<file path="src/rtl/sec_countdown_if.sv">
// Control/status bundle for the BCD mm:ss countdown timer.
// master: the controller that loads/starts the timer and watches its flags.
// slave:  the timer itself.
interface sec_countdown_if;
    logic       tick;
    logic       load;
    logic [7:0] load_min;
    logic [7:0] load_sec;
    logic       start;
    logic       stop;
    logic       ack;
    logic [7:0] cur_min;
    logic [7:0] cur_sec;
    logic       running;
    logic       expired;
    logic       done_pulse;

    modport master (
        output tick, load, load_min, load_sec, start, stop, ack,
        input  cur_min, cur_sec, running, expired, done_pulse
    );

    modport slave (
        input  tick, load, load_min, load_sec, start, stop, ack,
        output cur_min, cur_sec, running, expired, done_pulse
    );
endinterface

</file>
<file path="src/rtl/sec_countdown.sv">
// sec_countdown: BCD mm:ss countdown timer with expiry flag and done pulse.
// Optional feature macro: SEC_COUNTDOWN_AUTO_RELOAD_EN -- when defined, the
// count reloads from the last loaded value on reaching zero and keeps running
// instead of entering DONE.

// One BCD digit of the borrow chain. When enabled it decrements, wrapping
// from 0 to WRAP (9 for ones digits, 5 for the seconds tens digit).
module sec_countdown_digit #(
    parameter logic [3:0] WRAP = 4'd9
) (
    input  logic [3:0] d,
    input  logic       en,
    output logic [3:0] q,
    output logic       zero
);
    assign zero = (d == 4'd0);
    assign q    = !en ? d : (zero ? WRAP : d - 4'd1);
endmodule

module sec_countdown #(
    parameter logic [7:0] MIN_MAX = 8'h59
) (
    input  logic            clk,
    input  logic            rst,
    sec_countdown_if.slave  bus
);
    typedef enum logic [1:0] {IDLE, RUN, DONE} state_t;

    typedef struct packed {
        logic [7:0] min;
        logic [7:0] sec;
    } mmss_t;

    // Digit order in the chain: [0]=sec ones, [1]=sec tens, [2]=min ones, [3]=min tens.
    localparam int NUM_DIG = 4;
    localparam logic [NUM_DIG-1:0][3:0] WRAP_TBL = {4'd9, 4'd9, 4'd5, 4'd9};

    state_t state_q, state_d;
    mmss_t  cnt_q, cnt_d;
    logic   running_q, expired_q, done_pulse_q, done_pulse_d;

`ifdef SEC_COUNTDOWN_AUTO_RELOAD_EN
    mmss_t  rld_q, rld_d;
`endif

    // Clamp one BCD digit to an upper limit.
    function automatic logic [3:0] clamp_dig(input logic [3:0] d, input logic [3:0] lim);
        return (d > lim) ? lim : d;
    endfunction

    // Load value after per-digit clamping; minutes saturate at MIN_MAX.
    mmss_t ld_val;
    logic [7:0] ld_min_dig;
    assign ld_min_dig = {bus.load_min[7:4], clamp_dig(bus.load_min[3:0], 4'd9)};
    assign ld_val.min = (ld_min_dig > MIN_MAX) ? MIN_MAX : ld_min_dig;
    assign ld_val.sec = {clamp_dig(bus.load_sec[7:4], 4'd5), clamp_dig(bus.load_sec[3:0], 4'd9)};

    // BCD borrow chain: a digit decrements only if every lower digit is zero.
    logic [NUM_DIG-1:0][3:0] cur_dig, dec_dig;
    logic [NUM_DIG-1:0]      dig_zero, dec_en;
    mmss_t                   dec_val;
    logic                    dec_is_zero, cnt_is_zero;

    assign cur_dig   = {cnt_q.min, cnt_q.sec};
    assign dec_en[0] = 1'b1;

    genvar g;
    generate
        for (g = 0; g < NUM_DIG; g++) begin : g_dig
            sec_countdown_digit #(.WRAP(WRAP_TBL[g])) u_dig (
                .d    (cur_dig[g]),
                .en   (dec_en[g]),
                .q    (dec_dig[g]),
                .zero (dig_zero[g])
            );
            if (g < NUM_DIG-1) begin : g_chain
                assign dec_en[g+1] = dec_en[g] & dig_zero[g];
            end
        end
    endgenerate

    assign dec_val     = {dec_dig[3], dec_dig[2], dec_dig[1], dec_dig[0]};
    assign dec_is_zero = (dec_val == '0);
    assign cnt_is_zero = (cnt_q == '0);

    // Next-state / next-count: load > ack > stop > start > tick.
    always_comb begin
        state_d      = state_q;
        cnt_d        = cnt_q;
        done_pulse_d = 1'b0;
`ifdef SEC_COUNTDOWN_AUTO_RELOAD_EN
        rld_d        = rld_q;
`endif
        if (bus.load) begin
            state_d = IDLE;
            cnt_d   = ld_val;
`ifdef SEC_COUNTDOWN_AUTO_RELOAD_EN
            rld_d   = ld_val;
`endif
        end else begin
            unique case (state_q)
                IDLE: begin
                    // A tick on the start edge is deliberately ignored.
                    if (bus.start && !cnt_is_zero)
                        state_d = RUN;
                end
                RUN: begin
                    if (bus.stop) begin
                        state_d = IDLE;
                    end else if (bus.tick) begin
                        done_pulse_d = dec_is_zero;
`ifdef SEC_COUNTDOWN_AUTO_RELOAD_EN
                        cnt_d = dec_is_zero ? rld_q : dec_val;
`else
                        cnt_d = dec_val;
                        if (dec_is_zero)
                            state_d = DONE;
`endif
                    end
                end
                DONE: begin
                    if (bus.ack)
                        state_d = IDLE;
                end
                default: state_d = IDLE;
            endcase
        end
    end

    // State, count and registered flags.
    always_ff @(posedge clk or posedge rst) begin
        if (rst) begin
            state_q      <= IDLE;
            cnt_q        <= '0;
            running_q    <= 1'b0;
            expired_q    <= 1'b0;
            done_pulse_q <= 1'b0;
        end else begin
            state_q      <= state_d;
            cnt_q        <= cnt_d;
            running_q    <= (state_d == RUN);
            expired_q    <= (state_d == DONE);
            done_pulse_q <= done_pulse_d;
        end
    end

`ifdef SEC_COUNTDOWN_AUTO_RELOAD_EN
    // Reload register holds the last clamped load value.
    always_ff @(posedge clk or posedge rst) begin
        if (rst) rld_q <= '0;
        else     rld_q <= rld_d;
    end
`endif

    assign bus.cur_min    = cnt_q.min;
    assign bus.cur_sec    = cnt_q.sec;
    assign bus.running    = running_q;
    assign bus.expired    = expired_q;
    assign bus.done_pulse = done_pulse_q;
endmodule

</file>
<file path="src/flat_wrapper.sv">
// flat-port wrapper written by rule: the top's interface ports become plain ports
module sec_countdown_flat 
#(
    parameter logic [7:0] MIN_MAX = 8'h59
)
  (clk, rst, bus_tick, bus_load, bus_load_min, bus_load_sec, bus_start, bus_stop, bus_ack, bus_cur_min, bus_cur_sec, bus_running, bus_expired, bus_done_pulse);
  sec_countdown_if bus_i ();
  input  logic clk;
  input  logic rst;
  input wire logic [$bits(bus_i.tick)-1:0] bus_tick;
  input wire logic [$bits(bus_i.load)-1:0] bus_load;
  input wire logic [$bits(bus_i.load_min)-1:0] bus_load_min;
  input wire logic [$bits(bus_i.load_sec)-1:0] bus_load_sec;
  input wire logic [$bits(bus_i.start)-1:0] bus_start;
  input wire logic [$bits(bus_i.stop)-1:0] bus_stop;
  input wire logic [$bits(bus_i.ack)-1:0] bus_ack;
  output wire logic [$bits(bus_i.cur_min)-1:0] bus_cur_min;
  output wire logic [$bits(bus_i.cur_sec)-1:0] bus_cur_sec;
  output wire logic [$bits(bus_i.running)-1:0] bus_running;
  output wire logic [$bits(bus_i.expired)-1:0] bus_expired;
  output wire logic [$bits(bus_i.done_pulse)-1:0] bus_done_pulse;
  assign bus_i.tick = bus_tick;
  assign bus_i.load = bus_load;
  assign bus_i.load_min = bus_load_min;
  assign bus_i.load_sec = bus_load_sec;
  assign bus_i.start = bus_start;
  assign bus_i.stop = bus_stop;
  assign bus_i.ack = bus_ack;
  assign bus_cur_min = bus_i.cur_min;
  assign bus_cur_sec = bus_i.cur_sec;
  assign bus_running = bus_i.running;
  assign bus_expired = bus_i.expired;
  assign bus_done_pulse = bus_i.done_pulse;
  sec_countdown #(.MIN_MAX(MIN_MAX)) u_core (.clk(clk), .rst(rst), .bus(bus_i));
endmodule
</file>
<file path="config.mk">
export PLATFORM = sky130hd
export DESIGN_NAME = sec_countdown_flat
export DESIGN_NICKNAME = d
export VERILOG_FILES = /design/src/rtl/sec_countdown_if.sv /design/src/rtl/sec_countdown.sv /design/src/flat_wrapper.sv
export SDC_FILE = /design/constraint.sdc
export NUM_CORES = 1
export LEC_CHECK = 0
export ABC_AREA = 1
export CORE_MARGIN = 10
export CORE_UTILIZATION = 46
export CTS_CLUSTER_DIAMETER = 30
export DETAILED_ROUTE_END_ITERATION = 12
export PLACE_DENSITY = 0.76
export SYNTH_ARGS = -nofsm -noshare
export SYNTH_HDL_FRONTEND = slang
export SYNTH_SLANG_ARGS = --single-unit
</file>
<file path="constraint.sdc">
create_clock -name clk -period 2.2 [get_ports clk]
set_clock_uncertainty 0.15 [all_clocks]
set_input_delay 0.44 -clock clk [delete_from_list [all_inputs] [get_ports clk]]
set_output_delay 0.44 -clock clk [all_outputs]
set_load 0.01 [all_outputs]
</file>
# Word-level counts from Yosys, hierarchy flattened

Cells that the tools add are included.

Bits in registers: 21
Output and inout bits: 19
Word-level logic and storage cells: 59

Add/sub/neg operators: 4
$lt $le $gt $ge: 4
Equal/unequal tests: 5
Muxes and demuxes: 26
Bitwise logic cells: 2
Reductions and logical operators: 12

Operators with widths:

| kind                                                | number |
|---|---|
| 2-to-1 mux 16 bit                                   | 4 |
| 2-to-1 mux 4 bit                                    | 10 |
| zero test 16 bit                                    | 2 |
| zero test 4 bit                                     | 4 |
| subtractor 4 x 1 -> 4 bit (second input constant)   | 4 |
| 2-to-1 mux 2 bit                                    | 6 |
| > comparator 4 bit (second input constant)          | 2 |
| > comparator 8 x 7 -> 1 bit (second input constant) | 1 |
| 2-to-1 mux 8 bit                                    | 1 |
| one-hot mux 2 bit (3 select lines)                  | 1 |
| == test 2 x 1 -> 1 bit (second input constant)      | 2 |
| == test 2 bit (second input constant)               | 2 |
| > comparator 4 x 3 -> 1 bit (second input constant) | 1 |
| 2-to-1 mux 1 bit                                    | 4 |
| nonzero test 2 bit                                  | 2 |
| AND reduction 3 bit                                 | 1 |
| AND 1 bit                                           | 2 |
| zero test 2 bit                                     | 1 |
| inequality test 2 bit (second input constant)       | 1 |
| logical AND 1 bit                                   | 1 |
| zero test 1 bit                                     | 1 |

# Depth between registers and ports, before layout

Gate-level depths: netlist (run 1).

Depth after elaboration: 11
Mapped depth: 11
Depth with buffers taken out: 11

# Cells and area by module

From an unflattened synthesis (run 1), not the netlist that was laid out.

Cells, all modules: 231
Area total of the unflattened synthesis: 1,501.4 µm²

By module, submodules not included:

| module                                          | instances | cells an instance | area an instance (µm²) | seq. area each (µm²) |
|---|---|---|---|---|
| sec_countdown                                   | 1         | 152               | 1,157.4                | 525.5 |
| sec_countdown_digit (u_core.g_dig[0].u_dig ...) | 3         | 21                | 88.8                   | 0.0 |
| sec_countdown_digit (u_core.g_dig[1].u_dig)     | 1         | 16                | 77.6                   | 0.0 |

# Least setup slack after synthesis (run 1)

OpenSTA, ideal clock, no wires.

Path kind: reg-to-reg
Start: reg u_core.cnt_q (netlist bit u_core.bus.cur_sec[0])
End: reg u_core.running_q (netlist: u_core.bus.running)
Arrival time: 1,442 ps
Data required time: 1,914 ps
Slack: 472 ps
Cell stages (with the launch flop): 11
Path buffers: 0
Cell sequence: dfrtp_1 -> nor2_4 -> nand2_4 -> nor2_8 -> nand2_2 -> nand2_1 -> nand2_1 -> nor2_2 -> nand4_1 -> nand2_1 -> a21oi_1

Cells in the longest elaborated chain, start to end: 11

RTL lines:

| item                                                                              | line                 | RTL |
|---|---|---|
| start, declared                                                                   | sec_countdown.sv:39  | `mmss_t cnt_q, cnt_d;` |
| start signal, assigned                                                            | sec_countdown.sv:140 | `cnt_q <= cnt_d;` |
| parallel branches: the longest is 8 deep, another holds subtractor 4 x 1 -> 4 bit | --                   |  |
| one-hot mux 2 bit (3 select lines) *                                              | sec_countdown.sv:101 | `unique case (state_q)` |
| 2-to-1 mux 2 bit *                                                                | sec_countdown.sv:94  | `if (bus.load) begin` |
| == test 2 x 1 -> 1 bit *                                                          | sec_countdown.sv:141 | `running_q <= (state_d == RUN);` |
| end signal, assigned                                                              | sec_countdown.sv:141 |  |
| end, declared                                                                     | sec_countdown.sv:40  | `logic running_q, expired_q, done_pulse_q, done_pulse_d;` |

Mark *: on every way between the ends.
A chain may end at the register's enable or synchronous reset.

# Final worst setup path (run 1)

Start: reg u_core.cnt_q (netlist bit u_core.bus.cur_sec[0])
End: reg u_core.state_q[1]

Cells in the longest elaborated chain, start to end: 10

RTL lines:

| item                                                                              | line                 | RTL |
|---|---|---|
| parallel branches: the longest is 8 deep, another holds subtractor 4 x 1 -> 4 bit | --                   |  |
| one-hot mux 2 bit (3 select lines) *                                              | sec_countdown.sv:101 |  |
| 2-to-1 mux 2 bit *                                                                | sec_countdown.sv:94  |  |
| named net u_core.state_d[1]                                                       | sec_countdown.sv:38  | `state_t state_q, state_d;` |
| end signal, assigned                                                              | sec_countdown.sv:139 | `state_q <= state_d;` |
| end, declared                                                                     | sec_countdown.sv:38  |  |

Mark *: on every way through the listed nets, which the timed path passes.

==> impl_metrics.toml, run 1 <==
[timing]
worstMarginPinSlew_ps = 378
grt_setup_unrepaired = "false"
fmax_mhz = 499
final-setup-viol-count = 0
slew_viol_final = 0
post_route_minimum_period_ps = 2000
hold_viol_final = 0
postLayoutSetupSlackWorst_ps = 195
totalNegativeSetupSlack_ps = 0
period_utilisation_layout_pct = 91.1
timing.max_slew.rel_slack_pct = 74.7

[final_layout]
seqCellArea_sq_um = 526
fillers = 243
drive_above_1_share_pct = 8.85
multiInputGateArea_sq_um = 682
antenna_cells_inserted = 0
layoutNonFillerInstCount = 257
area_growth_from_synthesis_to_final_layout_pct = 37.6
nNetsFinal = 250

[floorplan]
core_region_area_sq_mm = 0.00276
die_width_microns = 73.8
boundaryPins = 42
initial_core_util_pct = 48.3
std_cell_rows = 19
die_span_in_y_microns = 73.8
die_area_sq_mm = 0.00545

[logic_synthesis]
synthDominantCellAreaShare_pct = 39.4
edff_count_synth = 0
postSynthCellCount = 179
synth-seq-cells = 21
synth.top_cells.by_area = "sky130_fd_sc_hd__dfrtp_1, sky130_fd_sc_hd__nand2_1, sky130_fd_sc_hd__inv_1"
largest_area_contributor_in_the_netlist = "sky130_fd_sc_hd__dfrtp_1"
syn_std_cell_area_sq_mm = 0.00133
synthArstFlopShare_pct = 100
yosysMostFrequentCell = "sky130_fd_sc_hd__nand2_1"
synth-seq-area-share_pct = 39.4
netlist_top_cells_count = "sky130_fd_sc_hd__nand2_1, sky130_fd_sc_hd__inv_1, sky130_fd_sc_hd__dfrtp_1, sky130_fd_sc_hd__nor2_1, sky130_fd_sc_hd__nand3_1"
ys_dominant_reg_cell = "sky130_fd_sc_hd__dfrtp_1"
ys_warn_count = 0
postSynthNetCount = 202
synth_cell_types = 31
average_cell_area_after_synthesis_sq_um = 7.44

[placement]
globalplace.congestion = 0.912
dpl.cell_count = 253
numPortBuffers = 41
dp_hpwl_microns = 3120
detailedPlace.worstSlack_ps = 78.2

[power_and_ir_drop]
power.density_mw_per_mm2 = 522
post-layout-total-power_uw = 957
power_switching_uw = 322
leakage_uw = 0.000845
power_report.internal_total_uw = 635
flop_pwr_share_pct = 47.7
share_clk_of_total_power_pct = 19.8
irDropWorstVdd_v = 0.000553
power.share.switching_pct = 33.6
power.share.combinational_pct = 32.5

[setup_path]
crit-reg2reg-capture = "u_core.state_q[1]"
critPathLaunch = "u_core.bus.cur_sec[0]"
critical_path_arrival_ps = 2040
startpoint_type = "flop"
path_class = "flop to flop"
worst-path-max-fanout = 9
critPathCapture = "u_core.state_q[1]"
timing.rr.start = "u_core.bus.cur_sec[0]"
worst-r2r-cell-count = 9
rrSetupSlack_ps = 200
endpoint_kind = "flop"
required_ps = 2240

[routing]
routed_via_density = 5.47
post-route-drc-count = 0
wl_per_cell_microns = 15.0
drt_iter0_drc = 166
antenna_left = 0
drtPass1Iterations = 4
routed-via-count = 1405
finalWirelength_microns = 3860

[grt]
grt_start_max_net_pins = 22
groute.usage.overall_pct = 14.5
grt_pass1_wl_microns = 6440
grt_antenna_before_repair = 0
grt_pass1_vias = 1420
grt_overflow = 0

[cts]
clock_insertion_delay_worst_skew_ps = 310
postCtsHoldBufs = 0
cts.path.max_buffers = 2
clock_tree_from_tritoncts = "built"
post-cts-setup-buffer-count = 0
clk_pin_slew_worst_paths_ps = 130
cts_inserted_buffers = 3
h_tree_levels = 1
cts.sink_count = 21
clock_tree.root_cell = "sky130_fd_sc_hd__clkbuf_4"
postCtsResizedCells = 0

[job]
max_cap_violations = 0

[status]
status = "finished clean"

[hold_path]
min-delay-path-class = "input port to asynchronous set/reset pin"
-- worst max-delay path: stages (launching register included) --
cell                      delay (ps)
sky130_fd_sc_hd__dfrtp_1         490
sky130_fd_sc_hd__nor2_4          200
sky130_fd_sc_hd__nand2_4         110
sky130_fd_sc_hd__nor2_8          180
sky130_fd_sc_hd__nand2_2         130
sky130_fd_sc_hd__nand2_1          90
sky130_fd_sc_hd__nand2_1          80
sky130_fd_sc_hd__nor2_2          150
sky130_fd_sc_hd__nand3_1         140
sky130_fd_sc_hd__o32ai_1         170
-- kinds of logic (layout without fill, tap and decap cells) --
| family | Yosys count | count (layout) | synth area share, % |
|---|---|---|---|
| AO/OA/AOI/OAI | 35 | 35 | 17.9 |
| XOR/XNOR | 2 | 2 | 1.31 |
| buffers and inverters | 33 | 80 | 9.39 |
| flip-flops | 21 | 21 | 39.4 |
| AND/OR/NAND/NOR | 88 | 88 | 31.9 |
-- registers in the layout, summed over array words and instances, names as in the netlist --
| register | count |
|---|---|
| u_core.bus.running | 1 |
| u_core.state_q | 2 |
| u_core.bus.cur_min | 8 |
| u_core.bus.cur_sec | 8 |
| u_core.bus.expired | 1 |
| u_core.bus.done_pulse | 1 |
-- layer usage --
layer | vias to the layer above | track usage (%) | share of wire (%) | wire (microns)
met5 | - | 0 | 0 | 0
met4 | 0 | 3.31 | 1.4 | 53
met3 | 6 | 5.25 | 8.6 | 330
met2 | 55 | 24.7 | 48 | 1850
met1 | 643 | 16.9 | 42 | 1620
li1 | 701 | - | - | -
-- how the worst min path moves through the flow --
stage | to | slack (ps) | depth (start not counted)
3_5_place_dp | u_core.bus.cur_min[5] | 410 | 2
6_report | u_core.bus.cur_sec[1] | 290 | 3
2_1_floorplan | u_core.bus.cur_min[0] | 270 | 1
5_1_grt | u_core.bus.cur_sec[1] | 330 | 3
3_3_place_gp | u_core.bus.cur_min[5] | 410 | 2
4_1_cts | u_core.bus.cur_sec[1] | 310 | 3
-- per-stage QoR --
stage	util (%)	instance area (sq um)	hold WS, ps
2_1_floorplan	-	1330	267
3_3_place_gp	65.5	1810	414
3_5_place_dp	65.5	1810	406
4_1_cts	66.5	1830	307
5_1_grt	66.5	1830	326
6_report	66.5	1830	292
-- layout by cell type (no fill, tap or decap), drive strengths merged, types with 2 or more instances in the layout --
cell type and instances:
nor2 24, clkbuf 4, o211ai 2, nand2 40
inv 30, o221ai 6, nor3 3, nand4 3
o311ai 2, nand3 16, clkdlybuf4s50 41, o32ai 2
a21oi 3, o21ai 15, xor2 2, dfrtp 21
buf 5
-- final cells by class --
type / count / area share, %
multi-input combinational: 125 / 37.2
sequential: 21 / 28.7
timing repair buffer: 46 / 24.4
inverter: 30 / 6.14
tap: 31 / 2.12
clock buffer: 4 / 1.43
-- power groups by stage --
| stage | clock network, uW | logic [uW] | registers [uW] |
|---|---|---|---|
| after global placement | 0 | 305 | 462 |
| after detailed placement | 0 | 312 | 464 |
| after CTS | 194 | 313 | 456 |
| after global routing | 210 | 346 | 461 |
| final | 190 | 311 | 456 |
| after floorplan | 0 | 154 | 471 |
No activity file was read; power rests on OpenSTA's default activity.
==> run 2, diff against run 1 <==
--- a/config.mk
+++ b/config.mk
@@ -6,7 +6,7 @@
 export NUM_CORES = 1
 export LEC_CHECK = 0
 export ABC_AREA = 1
-export CORE_MARGIN = 10
+export CORE_MARGIN = 3
 export CORE_UTILIZATION = 46
 export CTS_CLUSTER_DIAMETER = 30
 export DETAILED_ROUTE_END_ITERATION = 12
==> run 2 against run 1 <==
Net effect: largest power group unchanged; wire length is 0.44% lower; critical path type is now flop to primary output; setup slack better by 1.7 ps; flip-flop and latch count stayed put; maximum frequency hardly changed; clock power hardly changed; critical path depth is 8 lower; worst hold slack worse by 4.6 ps; register-to-register slack hardly changed; clock-buffer cell count stayed put.
==> impl_metrics.toml, run 2 (synthesis results as in run 1) <==
[status]
status = "finished clean"

[routing]
drt_iter0_drc = 84
post-route-drc-count = 0
detailroute.wirelength.met2_microns = 1900
routed.top_layer = "met4"
routed_via_density = 5.56
m1WireLength_microns = 1710
met3_wirelength_microns = 186
wl_per_cell_microns = 14.9
finalWirelength_microns = 3840
routed-via-count = 1434
antenna_left = 0
drtPass1Iterations = 4

[placement]
dp_hpwl_microns = 3100
dpl.cell_count = 254
globalplace.congestion = 0.902
numPortBuffers = 41
detailedPlace.worstSlack_ps = 17.1

[setup_path]
critical_path.n_buffers_inverters = 1
endpoint_kind = "primary output"
startpoint_type = "flop"
worst_path_dominant_cell_family = "buffers and inverters"
critical_path_arrival_ps = 1410
critPathMaxStageDelay_ps = 590
required_ps = 1610
crit_slowest_cell = "sky130_fd_sc_hd__clkdlybuf4s50_1"
crit_chain = "clkdlybuf4s50_1"
path_class = "flop to primary output"
worst-path-max-fanout = 6
rrSetupSlack_ps = 210

[cts]
postCtsHoldBufs = 0
h_tree_levels = 1
cts_inserted_buffers = 3
cts.sink_count = 21
post-cts-setup-buffer-count = 0
clock_tree_from_tritoncts = "built"
postCtsResizedCells = 0
cts.path.max_buffers = 2
clock_insertion_delay_worst_skew_ps = 310
clk_pin_slew_worst_paths_ps = 120
clock_tree.root_cell = "sky130_fd_sc_hd__clkbuf_4"

[hold_path]
min-delay-path-class = "input port to asynchronous set/reset pin"

[timing]
period_utilisation_layout_pct = 91.1
worst_hold_slack_ps = 287
worstMarginPinSlew_ps = 352
totalNegativeSetupSlack_ps = 0
postLayoutSetupSlackWorst_ps = 197
timing.max_slew.rel_slack_pct = 76.2
hold_viol_final = 0
slew_viol_final = 0
grt_setup_unrepaired = "false"
final-setup-viol-count = 0
fmax_mhz = 499
post_route_minimum_period_ps = 2000

[final_layout]
antenna_cells_inserted = 0
postLayoutCoreUtil_pct = 70.7
layoutNonFillerInstCount = 258
drive_above_1_share_pct = 9.65
area_growth_from_synthesis_to_final_layout_pct = 38.6
layout_commonest_cell = "sky130_fd_sc_hd__clkdlybuf4s50_1"
nNetsFinal = 252
commonest_cells_after_routing_fill_and_taps_aside = "sky130_fd_sc_hd__clkdlybuf4s50_1, sky130_fd_sc_hd__nand2_1, sky130_fd_sc_hd__inv_1, sky130_fd_sc_hd__dfrtp_1, sky130_fd_sc_hd__nor2_1"

[grt]
groute.usage.overall_pct = 23.5
grt_overflow = 0
grt_pass1_vias = 1412
grt_pass1_wl_microns = 6360
grt_start_max_net_pins = 22
grt_antenna_before_repair = 0

[power_and_ir_drop]
power.density_mw_per_mm2 = 524
irDropWorstVdd_v = 0.000470
leakage_uw = 0.000855

[floorplan]
die_area_sq_mm = 0.00358
initial_core_util_pct = 51.0
die_width_microns = 59.8
boundaryPins = 42
std_cell_rows = 18
core_region_area_sq_mm = 0.00261
die_span_in_y_microns = 59.8

[job]
max_cap_violations = 0
==> run 2: metal layers <==
metal,global-route usage [%],up-vias
met3,4.10,6
met5,0,-
met1,30.6,682
met2,39.5,49
li1,-,697
met4,7.28,0
==> run 2: path summary, 6_finish.rpt <==
| check | start | cells after the start | endpoint |
|---|---|---|---|
| max in group asynchronous | rst | 3 | u_core.bus.cur_min[4] |
| setup / recovery | u_core.bus.cur_sec[0] | 1 | bus_cur_sec[0] |
| hold reg to reg | u_core.bus.cur_sec[7] | 2 | u_core.bus.cur_sec[7] |
| min in group clk | u_core.bus.cur_sec[7] | 2 | u_core.bus.cur_sec[7] |
| hold / removal | rst | 3 | u_core.bus.cur_sec[7] |
| setup reg to reg | u_core.bus.cur_sec[0] | 9 | u_core.bus.expired |
==> run 2: stage by stage <==
stage | power (uW) | area (sq um)
2_1_floorplan | 625 | 1330
3_3_place_gp | 770 | 1820
3_5_place_dp | 781 | 1820
4_1_cts | 972 | 1850
5_1_grt | 1030 | 1850
6_report | 968 | 1850
==> run 2: worst min-delay path, stage by stage <==
cell                              delay [ps]
sky130_fd_sc_hd__clkdlybuf4s50_1         390
sky130_fd_sc_hd__inv_1                    50
sky130_fd_sc_hd__buf_4                   270
==> run 2: power breakdown <==
part / internal (uW) / switching [uW] / leakage, uW / total, uW
sequential: 416 / 42.1 / 0.000266 / 458
clock: 70.8 / 121 / 0.0000150 / 192
combinational: 151 / 167 / 0.000574 / 318
total: 638 / 330 / 0.000855 / 968
==> run 2: layout make-up <==
class	instances	area (sq um)
fill	231	766
multi-input combinational	125	682
sequential	21	526
timing repair buffer	48	463
inverter	30	113
tap	30	37.5
clock buffer	4	26.3
==> run 3, diff against run 2 <==
--- a/config.mk
+++ b/config.mk
@@ -10,6 +10,7 @@
 export CORE_UTILIZATION = 46
 export CTS_CLUSTER_DIAMETER = 30
 export DETAILED_ROUTE_END_ITERATION = 12
+export GPL_TIMING_DRIVEN = 0
 export PLACE_DENSITY = 0.76
 export SYNTH_ARGS = -nofsm -noshare
 export SYNTH_HDL_FRONTEND = slang
==> run 3 against run 2 <==
Net effect: sequential share of layout area increased by 0.61 points; clock-buffer cell count decreased by 1; flip-flop and latch count unchanged; setup slack improved by 16 ps; total power decreased by 1.3%; die area unchanged; critical path type unchanged; largest power group unchanged.
==> impl_metrics.toml, run 3 (synthesis results as in run 1) <==
[grt]
groute.usage.overall_pct = 21.4
grt_overflow = 0
grt_start_max_net_pins = 22
grt_pass1_vias = 1338
grt_pass1_wl_microns = 5870
grt_antenna_before_repair = 0

[timing]
period_utilisation_layout_pct = 90.3
worst_hold_slack_ps = 426
hold_viol_final = 0
slew_viol_final = 0
final-setup-viol-count = 0
grt_setup_unrepaired = "false"
worstMarginPinSlew_ps = 817
post_route_minimum_period_ps = 1990
postLayoutSetupSlackWorst_ps = 213
fmax_mhz = 503
timing.max_slew.rel_slack_pct = 45.5

[floorplan]
initial_core_util_pct = 51.0
core_region_area_sq_mm = 0.00261
boundaryPins = 42
die_width_microns = 59.8
std_cell_rows = 18
die_span_in_y_microns = 59.8
die_area_sq_mm = 0.00358

[setup_path]
path_class = "flop to primary output"
critPathMaxStageDelay_ps = 590
critical_path.n_buffers_inverters = 1
critPathLaunch = "u_core.bus.cur_sec[0]"
critical_path_arrival_ps = 1400
required_ps = 1610
crit-reg2reg-capture = "u_core.state_q[1]"
worst-path-max-fanout = 6
worst-r2r-cell-count = 9
worst_path_dominant_cell_family = "buffers and inverters"
crit_chain = "clkdlybuf4s50_1"
startpoint_type = "flop"
timing.rr.start = "u_core.bus.cur_sec[0]"
rrSetupSlack_ps = 230
crit_slowest_cell = "sky130_fd_sc_hd__clkdlybuf4s50_1"
endpoint_kind = "primary output"

[placement]
dp_hpwl_microns = 2850
globalplace.congestion = 0.854
numPortBuffers = 41
detailedPlace.worstSlack_ps = -29.6

[cts]
clk_pin_slew_worst_paths_ps = 130
clock_tree_from_tritoncts = "built"
cts.sink_count = 21
clock_tree.root_cell = "sky130_fd_sc_hd__clkbuf_4"
cts_inserted_buffers = 3
postCtsHoldBufs = 0
cts.path.max_buffers = 2
h_tree_levels = 1
clock_insertion_delay_worst_skew_ps = 310
post-cts-setup-buffer-count = 0
postCtsResizedCells = 0

[routing]
antenna_left = 0
drt_iter0_drc = 60
drtPass1Iterations = 4
wl_per_cell_microns = 14.1
routed_via_density = 5.39
finalWirelength_microns = 3590
routed-via-count = 1370
post-route-drc-count = 0

[job]
max_cap_violations = 0

[hold_path]
min-delay-path-class = "input port to asynchronous set/reset pin"

[final_layout]
fillers = 250
nNetsFinal = 248
layout_commonest_cell = "sky130_fd_sc_hd__clkdlybuf4s50_1"
antenna_cells_inserted = 0
postLayoutCoreUtil_pct = 69.2
area_growth_from_synthesis_to_final_layout_pct = 35.7
commonest_cells_after_routing_fill_and_taps_aside = "sky130_fd_sc_hd__clkdlybuf4s50_1, sky130_fd_sc_hd__nand2_1, sky130_fd_sc_hd__inv_1, sky130_fd_sc_hd__dfrtp_1, sky130_fd_sc_hd__nor2_1"
drive_above_1_share_pct = 7.59

[power_and_ir_drop]
leakage_uw = 0.000830
post-layout-total-power_uw = 955
power.density_mw_per_mm2 = 528
irDropWorstVdd_v = 0.000379

[status]
status = "finished clean"
run 3: cell count changes in the layout (fill, tap and decap cells not counted), sizes merged:
cell and delta:
buf -6, clkbuf +1, clkinv +1
run 3: how the worst max path moves through the flow:
stage / endpoint / slack [ps] / cells after the start
global route: u_core.state_q[1] / 100 / 9
global placement: u_core.bus.cur_min[6] / -30 / 7
detailed placement: u_core.bus.cur_min[0] / -30 / 5
CTS: bus_cur_sec[0] / 220 / 1
finish: bus_cur_sec[0] / 210 / 1
floorplan: u_core.bus.running / 470 / 10
run 3: area by class of cell:
class	count	area (sq um)	area share [%]
Multi-Input combinational cell	125	682	37.7
Sequential cell	21	526	29.1
Timing Repair Buffer	41	410	22.7
Inverter	30	113	6.23
Tap cell	30	37.5	2.08
Clock buffer	3	22.5	1.25
Buffer	3	12.5	0.692
Clock inverter	1	5.00	0.277
run 3: metrics by stage:
stage | TNS [ps] | cell area [sq um] | std cells
floorplan | 0 | 1330 | 179
global placement | -34.0 | 1780 | 250
detailed placement | -115 | 1780 | 250
CTS | 0 | 1810 | 254
global route | 0 | 1810 | 254
finish | 0 | 1810 | 254
run 3: where the power goes:
part / internal, uW / switching (uW) / total, uW
Sequential: 416 / 40.3 / 456
Combinational: 145 / 162 / 307
Clock: 67.8 / 124 / 192
run 3: per-layer routing:
metal | wire, microns | part of all wire [%] | GRT usage (%) | up-vias
met1 | 1670 | 47 | 27.4 | 632
met2 | 1630 | 45 | 35.3 | 38
met3 | 228 | 6.4 | 4.54 | 7
met5 | 0 | 0 | 0 | -
met4 | 59 | 1.6 | 7.59 | 0
li1 | - | - | - | 693
==> RTL edit, RTL diff (flow settings as in run 1) <==
Build with the macro `SEC_COUNTDOWN_AUTO_RELOAD_EN` defined.
--- a/src/rtl/sec_countdown.sv
+++ b/src/rtl/sec_countdown.sv
@@ -6,4 +6,6 @@
 // One BCD digit of the borrow chain. When enabled it decrements, wrapping
 // from 0 to WRAP (9 for ones digits, 5 for the seconds tens digit).
+`define SEC_COUNTDOWN_AUTO_RELOAD_EN
+
 module sec_countdown_digit #(
     parameter logic [3:0] WRAP = 4'd9
Check against the original RTL: not equivalent (a bounded check fails within 4 cycles, from zero or initial values and one cycle with rst high).
==> RTL edit against run 1 <==
- hold slack improved by 0.050 ns
- count of clock-buffer cells in the layout grew 2
- wire length rose by 93%
- worst setup slack worse by 0.16 ns
- synthesized area rose by 70%
- cell area grew 78%
- first-iteration DRC count up 54%
- total power grew 86%
- sequential cell count up 16
- critical endpoint is now u_core.bus.cur_min[1]
- largest cell class unchanged
==> RTL edit: results <==
set metrics [dict create \
    grt_start_max_net_pins 38 \
    synth_area_leaders "dfrtp_1 (41%), nand2_1 (12%), nand3_1 (8.4%)" \
    hp-class "flop to flop" \
    max_stage_delay_ns 0.43 \
    grt_pass1_vias 2423 \
    grt_pass1_wl_um 11700 \
    intPower_w 0.00120 \
    drt-wirelength-per-cell_um 16.1 \
    nNetsFinal 419 \
    fillers 411 \
    drt_first_pass_iters 5 \
    ir_drop_mv 0.341 \
    cts_buffer_depth 2 \
    cts.clk_slew.worst_paths_ns 0.08 \
    port_buffers 41 \
    synthDistinctLibCells 33 \
    worst_pin_slew_ns 0.534 \
    arrival_ns 2.25 \
    grtUsageTotal 0.173 \
    layout-drive-gt1-share 0.225 \
    drt_iter0_drc 255 \
    critPathTopFamily "simple AND/OR/NAND/NOR gates" \
    cts_buffers 5 \
    post-dp-hpwl_um 5170 \
    p_leak_nw 1.56 \
    synth_nets 340 \
    placed_area_um2 2940 \
    synth_commonest_cells "nand2_1 (70), inv_1 (48), nand3_1 (38), dfrtp_1 (37), nor2_1 (24)" \
    vias_per_cell 5.44 \
    cp_max_fo 7 \
    place_congestion 0.908 \
    status "complete, no violations" \
]
-- RTL edit: cell types whose count changed after synthesis, sizes merged, moves of 13 or more --
cell   change
dfrtp     +16
o21ai     +17
nand3     +22
nand2     +33
a21oi     +13
inv       +19
-- RTL edit: repair_timing --
| item | in CTS | in global routing |
|---|---|---|
| hold buffers | 0 | 0 |
| pin swaps | 1 | 14 |
| setup endpoints to repair | 13 | 17 |
| setup buffers | 3 | 5 |
| resized for setup | 5 | 37 |
| gates cloned | 1 | 1 |
-- RTL edit: cell families (layout without fill, tap and decap cells) --
kind of cell           count (synthesis)  after routing  share of synthesized area
AND/OR/NAND/NOR                      161            163                      0.337
flip-flops                            37             37                      0.410
XOR/XNOR                               1              1                    0.00387
buffers and inverters                 57            134                     0.0991
AO/OA/AOI/OAI                         61             61                      0.151
-- RTL edit: stage by stage --
| stage | total power (W) | hold WS, ns | setup WS [ns] | instances | util |
|---|---|---|---|---|---|
| 2_1_floorplan | 0.00102 | 0.300 | 0.257 | 317 | - |
| 3_3_place_gp | 0.00123 | 0.319 | -0.103 | 446 | 0.619 |
| 3_5_place_dp | 0.00124 | 0.323 | -0.151 | 446 | 0.619 |
| 4_1_cts | 0.00173 | 0.337 | 0.00844 | 457 | 0.647 |
| 5_1_grt | 0.00188 | 0.376 | -0.0744 | 463 | 0.686 |
| 6_report | 0.00178 | 0.342 | 0.0372 | 463 | 0.686 |
-- RTL edit: power by group through the flow --
stage	Clock [W]	Sequential (W)	Combinational, W
2_1_floorplan	0	0.000787	0.000231
3_3_place_gp	0	0.000767	0.000460
3_5_place_dp	0	0.000770	0.000465
4_1_cts	0.000498	0.000757	0.000473
5_1_grt	0.000535	0.000765	0.000581
6_report	0.000496	0.000760	0.000529
-- RTL edit: final cells by class --
type / count / area share
multi-input combinational: 225 / 0.391
sequential: 37 / 0.284
timing repair buffer: 77 / 0.214
inverter: 50 / 0.0576
tap: 67 / 0.0257
clock buffer: 6 / 0.0253
clock inverter: 1 / 0.00230
-- RTL edit: routing by layer --
metal	global-route usage	wire length, um	up-vias
li1	-	-	1199
met4	0.0584	150	0
met5	0	0	-
met3	0.0590	622	21
met1	0.215	3090	1171
met2	0.274	3570	126
-- RTL edit: final timing paths --
| kind | startpoint | to | depth (start not counted) |
|---|---|---|---|
| max in group asynchronous | rst | u_core.bus.cur_sec[5] | 3 |
| min in group asynchronous | rst | u_core.rld_q[15] | 3 |
| min reg2reg | u_core.rld_q[14] | u_core.rld_q[14] | 2 |
| max reg2reg | u_core.bus.cur_sec[3] | u_core.bus.cur_min[1] | 12 |
| min | u_core.rld_q[14] | u_core.rld_q[14] | 2 |
| max | u_core.bus.cur_sec[3] | u_core.bus.cur_min[1] | 12 |
